**config.mk**
```make
export PLATFORM = sky130hd
export DESIGN_NAME = axi4_frame_writer
export DESIGN_NICKNAME = d
export VERILOG_FILES = /design/src/rtl/axi4_frame_writer.sv
export SDC_FILE = /design/constraint.sdc
export NUM_CORES = 2
export LEC_CHECK = 0
export CORE_AREA = 2 2 540 542
export CTS_CLUSTER_SIZE = 16
export DETAILED_ROUTE_END_ITERATION = 12
export DIE_AREA = 0 0 542 544
export DONT_BUFFER_PORTS = 1
export MAX_ROUTING_LAYER = met4
export PLACE_DENSITY_LB_ADDON = 0.12
export SETUP_SLACK_MARGIN = 0.2
export SLEW_MARGIN = 20
export SYNTH_ARGS = -nofsm -noshare
export SYNTH_HDL_FRONTEND = slang
export SYNTH_SLANG_ARGS = --single-unit
```
**constraint.sdc**
```tcl
create_clock -name clk_100Mhz -period 4.9 [get_ports clk_100Mhz]
set_clock_uncertainty 0.2 [all_clocks]
set_input_delay 0.245 -clock clk_100Mhz [delete_from_list [all_inputs] [get_ports clk_100Mhz]]
set_output_delay 0.245 -clock clk_100Mhz [all_outputs]
set_load 0.005 [all_outputs]
```
**src/rtl/axi4_frame_writer.sv**
```systemverilog
// Packs RGB565 pixels four per 64-bit word into a 64-entry staging buffer and
// writes each full buffer as one 64-beat INCR AXI4 burst into a double-buffered frame store.
module axi4_frame_writer #(
  parameter int          AXI_ADDR_WIDTH   = 32,
  parameter int          AXI_DATA_WIDTH   = 64,
  parameter int          BURSTS_PER_FRAME = 300,
  parameter logic [31:0] BUF0_BASE        = 32'h0100_0000,
  parameter logic [31:0] BUF1_BASE        = 32'h0110_0000
) (
  input  logic                      clk_100Mhz,
  input  logic                      rst_n,
  input  logic [15:0]               pix_data,
  input  logic                      pix_valid,
  output logic                      pix_ready,
  input  logic                      frame_start,
  output logic [AXI_ADDR_WIDTH-1:0] AWADDR,
  output logic                      AWVALID,
  input  logic                      AWREADY,
  output logic [7:0]                AWLEN,
  output logic [2:0]                AWSIZE,
  output logic [1:0]                AWBURST,
  output logic [3:0]                AWCACHE,
  output logic [AXI_DATA_WIDTH-1:0] WDATA,
  output logic [7:0]                WSTRB,
  output logic                      WVALID,
  input  logic                      WREADY,
  output logic                      WLAST,
  input  logic [1:0]                BRESP,
  input  logic                      BVALID,
  output logic                      BREADY,
  output logic                      buf_select,
  output logic                      frame_done,
  output logic                      resp_err,
  output logic [2:0]                state
);

  typedef enum logic [2:0] {
    IDLE       = 3'd0,
    FILL       = 3'd1,
    ADDR_SEND  = 3'd2,
    DATA_WRITE = 3'd3,
    RESP_WAIT  = 3'd4
  } state_t;

  localparam logic [8:0] LAST_BURST = 9'(BURSTS_PER_FRAME - 1);

  state_t      state_reg, state_next;
  logic [63:0] staging [64];
  logic [5:0]  beat_cnt_reg;
  logic [5:0]  rd_idx_reg;
  logic [1:0]  lane_reg;
  logic [47:0] pack_reg;
  logic [8:0]  burst_cnt_reg;
  logic        fs_pending_reg;
  logic [31:0] target_base;

  logic pix_fire, word_wr, aw_fire, w_fire, b_fire, last_beat, last_burst;

  assign AWLEN   = 8'd63;
  assign AWSIZE  = 3'b011;
  assign AWBURST = 2'b01;
  assign AWCACHE = 4'b1111;
  assign WSTRB   = 8'hFF;

  // Handshake-facing strobes follow the state register directly, so reset clears them at once.
  assign pix_ready = (state_reg == FILL);
  assign AWVALID   = (state_reg == ADDR_SEND);
  assign WVALID    = (state_reg == DATA_WRITE);
  assign BREADY    = (state_reg == RESP_WAIT);
  assign WLAST     = WVALID && last_beat;
  assign state     = state_reg;

  assign pix_fire   = pix_valid && pix_ready;
  assign word_wr    = pix_fire && !frame_start && (lane_reg == 2'd3);
  assign aw_fire    = AWVALID && AWREADY;
  assign w_fire     = WVALID && WREADY;
  assign b_fire     = BVALID && BREADY;
  assign last_beat  = (rd_idx_reg == 6'd63);
  assign last_burst = (burst_cnt_reg == LAST_BURST);

  // buf_select resets to 0 and the first frame lands in BUF1; each frame flips the target.
  assign target_base = buf_select ? BUF0_BASE : BUF1_BASE;

  always_ff @(posedge clk_100Mhz or negedge rst_n) begin
    if (!rst_n) state_reg <= IDLE;
    else        state_reg <= state_next;
  end

  always_comb begin
    state_next = state_reg;
    case (state_reg)
      IDLE:       state_next = FILL;
      FILL:       if (word_wr && beat_cnt_reg == 6'd63) state_next = ADDR_SEND;
      ADDR_SEND:  if (aw_fire) state_next = DATA_WRITE;
      DATA_WRITE: if (w_fire && last_beat) state_next = RESP_WAIT;
      RESP_WAIT:  if (b_fire) state_next = FILL;
      default:    state_next = IDLE;
    endcase
  end

  // Staging buffer: plain array with no reset so it maps onto block RAM.
  always_ff @(posedge clk_100Mhz) begin
    if (word_wr) staging[beat_cnt_reg] <= {pack_reg, pix_data};
  end

  always_ff @(posedge clk_100Mhz or negedge rst_n) begin
    if (!rst_n) begin
      beat_cnt_reg   <= '0;
      rd_idx_reg     <= '0;
      lane_reg       <= '0;
      pack_reg       <= '0;
      burst_cnt_reg  <= '0;
      fs_pending_reg <= 1'b0;
      AWADDR         <= '0;
      WDATA          <= '0;
      buf_select     <= 1'b0;
      frame_done     <= 1'b0;
      resp_err       <= 1'b0;
    end else begin
      frame_done <= 1'b0;
      if (frame_start && (state_reg == ADDR_SEND || state_reg == DATA_WRITE ||
                          state_reg == RESP_WAIT))
        fs_pending_reg <= 1'b1;
      case (state_reg)
        FILL: begin
          if (frame_start) begin
            // Partial data is dropped; a pixel arriving with the pulse starts the new frame.
            beat_cnt_reg   <= '0;
            burst_cnt_reg  <= '0;
            fs_pending_reg <= 1'b0;
            lane_reg       <= pix_fire ? 2'd1 : 2'd0;
            if (pix_fire) pack_reg[47:32] <= pix_data;
          end else if (pix_fire) begin
            lane_reg <= lane_reg + 2'd1;
            case (lane_reg)
              2'd0:    pack_reg[47:32] <= pix_data;
              2'd1:    pack_reg[31:16] <= pix_data;
              2'd2:    pack_reg[15:0]  <= pix_data;
              default: begin
                beat_cnt_reg <= beat_cnt_reg + 6'd1;
                if (beat_cnt_reg == 6'd63)
                  AWADDR <= AXI_ADDR_WIDTH'(target_base + {14'd0, burst_cnt_reg, 9'd0});
              end
            endcase
          end
        end
        ADDR_SEND: begin
          if (aw_fire) begin
            rd_idx_reg <= '0;
            WDATA      <= AXI_DATA_WIDTH'(staging[6'd0]);
          end
        end
        DATA_WRITE: begin
          // Next word is fetched only on a handshake, so WDATA holds through stalls.
          if (w_fire && !last_beat) begin
            rd_idx_reg <= rd_idx_reg + 6'd1;
            WDATA      <= AXI_DATA_WIDTH'(staging[rd_idx_reg + 6'd1]);
          end
        end
        RESP_WAIT: begin
          if (b_fire) begin
            if (BRESP != 2'b00) resp_err <= 1'b1;
            beat_cnt_reg   <= '0;
            lane_reg       <= '0;
            fs_pending_reg <= 1'b0;
            if (last_burst) begin
              buf_select <= ~buf_select;
              frame_done <= 1'b1;
            end
            if (last_burst || fs_pending_reg || frame_start) burst_cnt_reg <= '0;
            else                                             burst_cnt_reg <= burst_cnt_reg + 9'd1;
          end
        end
        default: ;
      endcase
    end
  end

endmodule

```
==> results.md <==
* Status: finished, final reports clean
* DPL Wire Length at 240,000 µm
* # DRC at 0
* Met2 Track Usage GR at around half
* Dominant cells by area after synthesis: edfxtp_1 75%, mux4_2 14%, dfrtp_1 2.3%, mux2i_1 1.6%, nand2_1 1.2%
* Post-synth EDFFs at 4,096
* CP cell instances: ha_4, a21o_1, nand2_1, a32oi_4, buf_12, buf_4, nor3b_1, nor4_1, a31oi_1
* RSZ-0062 raised after global routing: no
* Util after Layout at 64.1%
* H-tree lvl count at 5
* Tightest Pin Transition at 1130 ps
* Pins Over Slew Limit at 0
* Layout cells sized above 1 at 25.3%
* Core ar. at 289,000 µm²
* FILL cells at approximately 19,000
* Worst r2r src: rd_idx_reg[0]
* CP Launch Point: rd_idx_reg[0]
* Max clock buf depth at 4
* TritonCTS Buffers at 422
* Synthesized netlist cell count at 7,710
* Fmax at 0.228 GHz
* Die X at ~540 µm
* Root buffer cell: clkbuf_16
* Seq cells post-synth at 4,249
* Worst-Skew Late Latency at about 970 ps
* Max FO, Critical Path at 35
* Synth area leader: edfxtp_1
* DR pass1 iterations at 8
* Maxcap violations at 0
* CTS clk-pin slew, worst paths at around 60 ps
* CP peak stage delay at roughly 840 ps
* CTS tree: done
* Ys async rst share at 3.60%
* Slew Limit Headroom at 24.2%
* PD cells at approximately 400 nW/µm²
* Netlist cell types at 64
* Vias in the first global route at 83,154
* Register Area at 127,000 µm²
* Synthesized cell area at 164,000 µm²
* Met1 Use GR at 44.9%
* WS Path Type: flip-flop to flip-flop
* IO buf count at 0
* Initial Utilization at 56.7%
* Ports at about 160
* Total Routing Usage GR at 32.4%
* Hold Fails Final Rpt at 0
* Layout Area Growth over Synthesis at 13.1%
* Final hold slack at 90.2 ps
* Most common cell after layout, fill and taps aside: edfxtp_1
* Top delay family on crit path: compound AO/OA/AOI/OAI gates
* Hold Startpoint: pix_data[6]
* Remaining global-route overflow at 0
* Gp weighted congestion at 0.847
* Final worst slack at 512 ps
* Initial antenna violation count at 20
* Final worst path period share at 89.6%
* Clk sink count at approximately 4,200
* GRT Max-Usage Layer: met2
* Mean Syn Cell Area at 21.3 µm²
* Fin Setup TNS at 0 ps
* Die area at 295,000 µm²
* Critical Path AT at 4980 ps
* Pleak at 56.5 nW
* Post-DR vias/cell at 6.88
* Largest register FFs at between 4,000 and 5,000
* Crit-path slowest cell: a32oi_4
* Startpoint types: flip-flop
* Sequential share of the synthesized area at 77.4%
* Met3 usage at 6.62%
* Crit path buf inv count at 2
* Total Wirelength at 462,000 µm
* Largest net degree at the start of global routing at 115
* Routed Antenna Nets at 0
* Vias at 84,239
* Area of the multi-input gates at around 35,000 µm²
* Post-place setup slack at 611 ps
* Nature of the critical path endpoint: flip-flop
* Most frequent cells in the layout: 4,096 x edfxtp_1, 1,026 x mux4_2, 536 x nand2_1, 427 x clkbuf_16, 262 x a21oi_1
* # rows at about 200
* Worst vdd ir at 367 µV
* Total power at 0.0760 W
* Layout net count at 8,100
* Drt wl/cell at 37.8 µm
* HP Class: input port to flip-flop
* Fin crit period at 4390 ps
* Top cell type's share of synthesized area at around 75%
* Final setup viols at 0
* Yosys warns at 0
* First-pass GRT wire length at 644,000 µm
* Data required time of the critical path at 5490 ps
* Die Ht at approximately 540 µm
* DRT iter0 DRCs at about 13,000
* Setup bufs post-CTS at 0
* Top_reg_cell synth: edfxtp_1
## metal layers
| layer | vias to the layer above | part of all wire, % |
|---|---|---|
| met1 | 45702 | 39 |
| met3 | 815 | 10 |
| li1 | 32665 | - |
| met4 | 0 | 3.7 |
| met2 | 5057 | 47 |
| met5 | - | 0 |
## worst reg2reg max path: stages, from the launching register on
cell	delay, ps
dfrtp_4	820
ha_4	440
a21o_1	120
nand2_1	140
a32oi_4	840
buf_12	310
buf_4	370
nor3b_1	50
nor4_1	750
a31oi_1	170
## final cells by class
cell class,instances,area share [%]
antenna,19,0.0256
sequential,4249,68.4
clock buffer,566,6.20
tap,3800,2.56
inverter,11,0.0236
clock inverter,211,1.09
multi-input combinational,2999,19.1
timing repair buffer,384,2.59
## what timing repair did
item	4_1_cts	5_1_grt
hold buffers	52	0
gates resized for setup	0	0
hold endpoints to repair	1315	0
## power breakdown
group	switching, W	internal, W	leakage (nW)
Combinational	0.00186	0.000262	11.0
Clock	0.0136	0.0180	6.60
Sequential	0.000455	0.0418	39.0
## synthesized netlist by cell type (84+ instances only)
| master | n |
|---|---|
| nor4_1 | 129 |
| o21ai_0 | 84 |
| mux2i_1 | 257 |
| mux4_2 | 1026 |
| buf_4 | 90 |
| nand2_1 | 537 |
| edfxtp_1 | 4096 |
| nor3_1 | 134 |
| a21oi_1 | 262 |
| clkbuf_1 | 194 |
| buf_2 | 148 |
| nor3b_1 | 127 |
| nor2_1 | 84 |
| dfrtp_1 | 153 |
## cell families (layout without fill, tap and decap cells)
kind of cell | count (synthesis) | in the layout | share of synthesized area [%]
AOI/OAI and AO/OA | 444 | 444 | 1.50
xor gates and xnor gates | 12 | 12 | 0.0641
adders and majority gates | 8 | 8 | 0.0611
buffers and inverters | 506 | 1172 | 1.51
DFF | 4249 | 4249 | 77.4
muxes | 1339 | 1339 | 16.0
other | 2 | 65 | 0.00458
and+or+nand+nor | 1150 | 1150 | 3.46
## metrics by stage
| stage | cell area, µm² | instances |
|---|---|---|
| global route | 185000 | 12231 |
| detailed placement | 171000 | 11390 |
| CTS | 185000 | 12219 |
| global placement | 171000 | 11390 |
| finish | 185000 | 12239 |
| floorplan | 164000 | 7754 |
## path summary, 6_finish.rpt
| path | cells past startpoint | end | slack, ps |
|---|---|---|---|
| worst max-delay path | 9 | WDATA[49] | 510 |
| worst min-delay path | 2 | staging[31][6] | 90 |
| worst max register to register | 9 | WDATA[49] | 510 |
| worst min register to register | 0 | staging[19][50] | 280 |
| max in group asynchronous | 4 | pack_reg[28] | 2980 |
| min in group asynchronous | 3 | pack_reg[45] | 240 |
(Power assumes the default switching activity.)
